--- config.mk ---
export PLATFORM = sky130hd
export DESIGN_NAME = fetch_ir_unit
export DESIGN_NICKNAME = d
export VERILOG_FILES = /design/src/rtl/fetch_ir_unit.sv
export SDC_FILE = /design/constraint.sdc
export NUM_CORES = 1
export LEC_CHECK = 0
export BUFFER_PORTS_ARGS = -buffer_cell sky130_fd_sc_hd__buf_2
export CORE_UTILIZATION = 30
export CTS_BUF_LIST = sky130_fd_sc_hd__clkbuf_8
export CTS_CLUSTER_SIZE = 28
export DETAILED_ROUTE_END_ITERATION = 6
export MAX_ROUTING_LAYER = met4
export SETUP_SLACK_MARGIN = 0.15
export SYNTH_ARGS = -nofsm -noshare
export SYNTH_HDL_FRONTEND = slang
export SYNTH_SLANG_ARGS = --single-unit
--- constraint.sdc ---
create_clock -name clk -period 2.98 [get_ports clk]
set_input_delay 0.447 -clock clk [delete_from_list [all_inputs] [get_ports clk]]
set_output_delay 0.447 -clock clk [all_outputs]
set_load 0.03 [all_outputs]
--- src/rtl/fetch_ir_unit.sv ---
// fetch_ir_unit: PC register, single-beat instruction fetch with bounded wait, and IR with decoded fields.
module fetch_ir_unit #(
    parameter int unsigned    PC_W     = 32,
    parameter logic [PC_W-1:0] RESET_PC = 32'h0000_0000,
    parameter int unsigned    MAX_WAIT = 8,
    parameter logic [31:0]    NOP_WORD = 32'h0000_0013
) (
    input  logic            clk,
    input  logic            reset,
    input  logic            weIR,
    input  logic            wePc,
    input  logic            pc_sel,
    input  logic [PC_W-1:0] branch_target,
    output logic            mem_req,
    output logic [PC_W-1:0] mem_addr,
    input  logic [31:0]     mem_rdata,
    input  logic            mem_ready,
    output logic [31:0]     ir,
    output logic [6:0]      opcode,
    output logic [4:0]      rd,
    output logic [2:0]      funct3,
    output logic [4:0]      rs1,
    output logic [4:0]      rs2,
    output logic            funct7,
    output logic [PC_W-1:0] pc,
    output logic            instr_valid,
    output logic            busy,
    output logic            fetch_err
);
    typedef enum logic {S_IDLE, S_WAIT} state_t;
    state_t          state_q, state_d;
    logic [PC_W-1:0] pc_q, pc_d, addr_q, addr_d, pend_pc_q, pend_pc_d, next_pc;
    logic            pend_q, pend_d, valid_q, valid_d, err_q, err_d;
    logic [7:0]      cnt_q, cnt_d;
    logic [31:0]     ir_q, ir_d;
    always_ff @(posedge clk) begin
        if (reset) begin
            state_q   <= S_IDLE;
            pc_q      <= RESET_PC;
            addr_q    <= RESET_PC;
            pend_pc_q <= RESET_PC;
            pend_q    <= 1'b0;
            valid_q   <= 1'b0;
            err_q     <= 1'b0;
            cnt_q     <= 8'd0;
            ir_q      <= NOP_WORD;
        end else begin
            state_q   <= state_d;
            pc_q      <= pc_d;
            addr_q    <= addr_d;
            pend_pc_q <= pend_pc_d;
            pend_q    <= pend_d;
            valid_q   <= valid_d;
            err_q     <= err_d;
            cnt_q     <= cnt_d;
            ir_q      <= ir_d;
        end
    end
    always_comb begin
        next_pc   = pc_sel ? (branch_target & ~PC_W'(3)) : pc_q + PC_W'(4);
        state_d   = state_q;
        pc_d      = pc_q;
        addr_d    = addr_q;
        pend_pc_d = pend_pc_q;
        pend_d    = pend_q;
        valid_d   = 1'b0;
        err_d     = err_q;
        cnt_d     = cnt_q;
        ir_d      = ir_q;
        if (state_q == S_IDLE) begin
            if (weIR) begin
                state_d = S_WAIT;
                addr_d  = pc_q;
                cnt_d   = 8'd0;
                pend_d  = 1'b0;
            end
            if (wePc) pc_d = next_pc;
        end else begin
            // PC updates during a fetch are deferred; the latest one wins on exit
            if (wePc) begin
                pend_d    = 1'b1;
                pend_pc_d = next_pc;
            end
            if (mem_ready || cnt_q == 8'(MAX_WAIT - 1)) begin
                state_d = S_IDLE;
                pend_d  = 1'b0;
                pc_d    = wePc ? next_pc : (pend_q ? pend_pc_q : pc_q);
                ir_d    = mem_ready ? mem_rdata : ir_q;
                valid_d = mem_ready;
                err_d   = err_q | ~mem_ready;
            end else begin
                cnt_d = cnt_q + 8'd1;
            end
        end
    end
    assign mem_req     = (state_q == S_WAIT);
    assign busy        = (state_q == S_WAIT);
    assign mem_addr    = addr_q;
    assign pc          = pc_q;
    assign ir          = ir_q;
    assign instr_valid = valid_q;
    assign fetch_err   = err_q;
    assign opcode      = ir_q[6:0];
    assign rd          = ir_q[11:7];
    assign funct3      = ir_q[14:12];
    assign rs1         = ir_q[19:15];
    assign rs2         = ir_q[24:20];
    assign funct7      = ir_q[30];
endmodule

---- Word-level counts from Yosys, hierarchy flattened ----
Cells that the tools add are included.
Widths: inputs -> output; s select.
operators by class
  bitwise logic cells ..................... 4
  multiplexer cells ....................... 16
  equal/unequal tests ..................... 5
  reductions and logical operators ........ 11
  $add $sub $neg .......................... 2
operators with widths
  kind                   count
  $mux 32                6
  $add 32x3->32 const B  1
  $mux 8                 3
  $reduce_and 2->1       5
  $add 8x1->8 const B    1
  $eq 8x3->1 const B     1
  $mux 1                 7
  $reduce_and 3->1       2
  $reduce_bool 2->1      2
  $ne 3x2->1 const B     1
  $ne 3x3->1 const B     1
  $not 1->1              3
  $reduce_or 3->1        1
  $ne 2x1->1 const B     1
  $ne 2x2->1 const B     1
  $logic_or 1x1->1       1
  $or 1x1->1             1
storage, ports and cells
  word-level logic and storage cells ...... 47
  bits in registers ....................... 140
  output and inout port bits .............. 126
  input bits .............................. 70

---- Longest topological paths before layout ----
  depth after elaboration ................. 5
  depth in mapped cells ................... 8
  gate-level depth less buffers ........... 6

---- Least setup slack after synthesis ----
OpenSTA, ideal clock, no wires.
  path kind ............................... flip-flop to flip-flop
  start ................................... register pc_q[3], in the netlist pc[3]
  end ..................................... register pc_q[30], in the netlist pc[30]
  library setup time ...................... 77 ps
  period minus slack after synthesis ...... 2826 ps
  path buffers ............................ 1
  stages on the path, launching flop included .. 8
  required time ........................... 2903 ps
  slack ................................... 154 ps
  arrival ................................. 2750 ps
  cells stage by stage .................... dfxtp_1 > ha_1 > nand4_2 > or4_4 > buf_6 > or4_4 > or4_4 > a41oi_2
on the way
  cells in the longest elaborated chain, start to end .. 5
  elaborated cells between the ends (all ways) .. 6
  classes of those cells .................. 1 x add/sub; 5 x mux
ends and longest elaborated chain
  what                      line  text
  start: declaration        32    logic [PC_W-1:0] pc_q, pc_d, addr_q, addr_d, pend_pc_q, pend_pc_d, next_pc;
  start signal: assignment  49    pc_q <= pc_d;
  $add 32x3->32 *           60    next_pc = pc_sel ? (branch_target & ~PC_W'(3)) : pc_q + PC_W'(4);
  $mux 32 *                 60
  $mux 32                   87    pc_d = wePc ? next_pc : (pend_q ? pend_pc_q : pc_q);
  $mux 32                   84    if (mem_ready || cnt_q == 8'(MAX_WAIT - 1)) begin
  $mux 32 *                 70    if (state_q == S_IDLE) begin
Every way passes the cells marked *; elsewhere a longest branch is shown, timed or not. The select of a mux whose other input is x is not followed.
A chain may end at the register's enable or synchronous reset.

---- Worst setup path after layout ----
  start ................................... register pc_q[12], in the netlist pc[12]
  end ..................................... register pc_q[30], in the netlist pc[30]
Same word-level chain as after synthesis.

==> flow_summary_export.csv <==
group,metric,value,unit
outcome,status,"complete, but fails checks",
outcome,violations,"design-rule violations",
route,vias,6809,
route,drt_wl_total,22000,um
synthesis,ys_warn_count,0,
synthesis,async_flop_share,0,
pwr,p_total,0.00435,W
sta,finalHoldViolCount,0,
synthesis,synth.avg_cell_area,7.58,sq um
die,io-pin-count,196,
pwr,switching_share,0.332,
global_route,antenna_found_initial,0,
die,row_count,54,
sta,max_freq,386,MHz
critical_path,crit_path_end_kind,"register",
synthesis,synth_top_family_by_area,"simple AND/OR/NAND/NOR gates",
synthesis,syn_nets,963,
pwr,p_seq_frac,0.470,
cts,path_clk_slew,90,ps
cts,cts.repair.resized,0,
cts,post_cts_buffers,0,
cts,cts_buffers,17,
die,start_util,0.308,
pwr,p_per_area,528,mW/mm^2
pwr,clockPowerShare,0.362,
synthesis,synth_compound_area_frac,0.217,
final_layout,area_delta_synth_final,21.9,%
min_path,hold_depth,3,
min_path,hold_start,"mem_rdata[4]",
synthesis,muxShareOfSynthArea,0.00889,
route,wl_per_cell,16.6,um
critical_path,crit_fanout,9,
global_route,grt_pass1_vias,6219,
cts,cts_root_buf,"clkbuf_8",
placed_design,post_dp_cell_area,0.00783,sq mm
final_layout,design_area,0.00823,sq mm
cts,htreeDepth,4,
synthesis,synthAdderAreaFrac,0.00371,
die,die_w,152,um
placed_design,dp_hpwl,15100,um
global_route,grt.overflow.total,0,
route,drt_iter0_drc,452,
final_layout,drive_above_1_share,0.266,
cts,clk_latency,450,ps
final_layout,layout_commonest_cell,"nand2_1",
pwr,vdd.ir_drop.worst,0.210,mV
synthesis,synth_cell_type_count,58,
pwr,power_frac_comb,0.168,
pwr,power.net_switching,0.00144,W
sta,worst_pin_slew,1150,ps
final_layout,final_cell_mix,"nand2_1, buf_2, dfxtp_1",
sta,finClkSkew,19.5,ps
critical_path,crit_path_start,"pc[12]",
job,max-cap-violations,0,
sta,setup-tns-final,0,ps
synthesis,yosys.area_share.simple,0.264,
route,dr.pass1.iters,7,
critical_path,crit_type,"register to register",
sta,finalCritPeriodShare,0.869,
synthesis,syn_inst,891,
cts,cts_tree,"built",
sta,drv_slew,0,
route,drc,14,
min_path,hold_class,"input port to register",
die,fp.dieArea,0.0231,sq mm
pwr,p_leak,3.32,nW
synthesis,synth-edff-count,0,
critical_path,crit_required,3350,ps
sta,setup_violations,0,
placed_design,portBuffers,193,
synthesis,ys_dominant_reg_cell,"dfxtp_1",
cts,cts_buffer_depth,2,
sta,rsz0062_at_grt,"false",
synthesis,seq_area_frac_synth,0.415,
critical_path,rr_startpoint,"pc[12]",
route,via_per_inst,5.13,
route,ant_nets,0,
die,core-area,0.0220,sq mm
sta,max-slew-margin-rel,0.235,
global_route,grt_max_degree,130,
sta,min_period,2590,ps
pwr,intPower,0.00291,W
critical_path,ff2ff_path_depth,5,
final_layout,nets,1106,
synthesis,synth_xor_area_frac,0.0143,
placed_design,routabilityCongestion,0.856,
global_route,grt_util_all_layers,0.197,
global_route,grt_pass1_wl,35000,um
critical_path,worstPathArrival,2960,ps
synthesis,synthesis.area,0.00675,sq mm
cts,cts.sinks,140,
final_layout,diodes,0,
cts,holdBufCountCts,0,
critical_path,startpoint_type,"register",
synthesis,synth_seq_cells,140,
die,die_h,152,um
==> critical path, stage by stage (launching register included) <==
cell and delay (ps):
dfxtp_1 530, nand3_1 220, or4_4 640, or4_4 470, or4_4 530, a41oi_2 130
==> through the flow <==
| step | setup WS, ps | utilization | hold WS (ps) | cells |
|---|---|---|---|---|
| after floorplan | 154 | - | 427 | 891 |
| final | 391 | 0.375 | 206 | 1327 |
| after CTS | 418 | 0.375 | 174 | 1327 |
| after global placement | 481 | 0.357 | 436 | 1295 |
| after detailed placement | 441 | 0.357 | 444 | 1295 |
| after global routing | 317 | 0.375 | 181 | 1327 |
==> cells in the mapped netlist (4+ instances only) <==
| cell type | number | area share |
|---|---|---|
| nand2_1 | 207 | 0.12 |
| and4_1 | 4 | 0.0052 |
| dfxtp_1 | 140 | 0.41 |
| a211oi_1 | 15 | 0.017 |
| o311ai_0 | 5 | 0.0065 |
| and2_1 | 4 | 0.0037 |
| xnor2_1 | 8 | 0.010 |
| nor2_1 | 46 | 0.026 |
| o22ai_1 | 7 | 0.0065 |
| nand4_1 | 15 | 0.014 |
| and3_1 | 6 | 0.0056 |
| a21oi_1 | 114 | 0.084 |
| a22oi_1 | 4 | 0.0044 |
| nand2b_1 | 12 | 0.011 |
| buf_2 | 6 | 0.0044 |
| o31ai_1 | 6 | 0.0067 |
| mux2i_1 | 6 | 0.0089 |
| inv_1 | 7 | 0.0039 |
| nand3_1 | 25 | 0.019 |
| clkbuf_1 | 59 | 0.033 |
| buf_4 | 27 | 0.030 |
| o211ai_1 | 11 | 0.012 |
| buf_1 | 7 | 0.0039 |
| or3_1 | 6 | 0.0056 |
| nor4_1 | 9 | 0.0083 |
| nor3_1 | 14 | 0.010 |
| o32ai_1 | 6 | 0.0078 |
| a31oi_1 | 12 | 0.011 |
| o21ai_0 | 33 | 0.024 |
| or2_2 | 6 | 0.0056 |
| nor2b_1 | 11 | 0.010 |
| o31a_1 | 8 | 0.010 |
| o21a_1 | 6 | 0.0067 |
==> layer usage <==
metal	track usage	vias up	routed length [um]
met5	-	-	0
li1	-	3387	-
met3	0.0365	23	1140
met1	0.262	3203	10200
met2	0.304	196	10300
met4	0.0573	0	370
==> registers in the layout, summed over array words and instances (netlist names) <==
name         flops
busy             1
ir              32
instr_valid      1
fetch_err        1
mem_addr        32
pend_pc_q       32
cnt_q            8
pend_q           1
pc              32
==> cells by family (layout without fill, tap and decap cells) <==
family,after synthesis,in the layout
AOI/OAI and AO/OA,241,241
xor gates and xnor gates,11,11
adders and majority gates,2,2
buffers and inverters,108,264
DFF,140,140
muxes,6,6
and+or+nand+nor,383,383
==> final timing paths <==
check	slack, ps	to
min reg2reg	450	mem_addr[28]
max	390	pc[30]
max reg2reg	390	pc[30]
min	210	ir[4]
==> final cells by class <==
class	instances	area, sq um
flip-flops and latches	140	2800
clock buffers	18	248
fillers	2325	13700
repair buffers	225	1220
well taps	280	350
inverters	7	26.3
multi-input cells	643	3430
clock inverters	14	150
==> power by group through the flow <==
stage,Clock [W],Combinational (W),Sequential [W]
finish,0.00157,0.000731,0.00204
global route,0.00171,0.000796,0.00206
CTS,0.00162,0.000736,0.00204
detailed placement,0,0.000733,0.00209
global placement,0,0.000729,0.00208
floorplan,0,0.000379,0.00218
(Power assumes the default switching activity.)
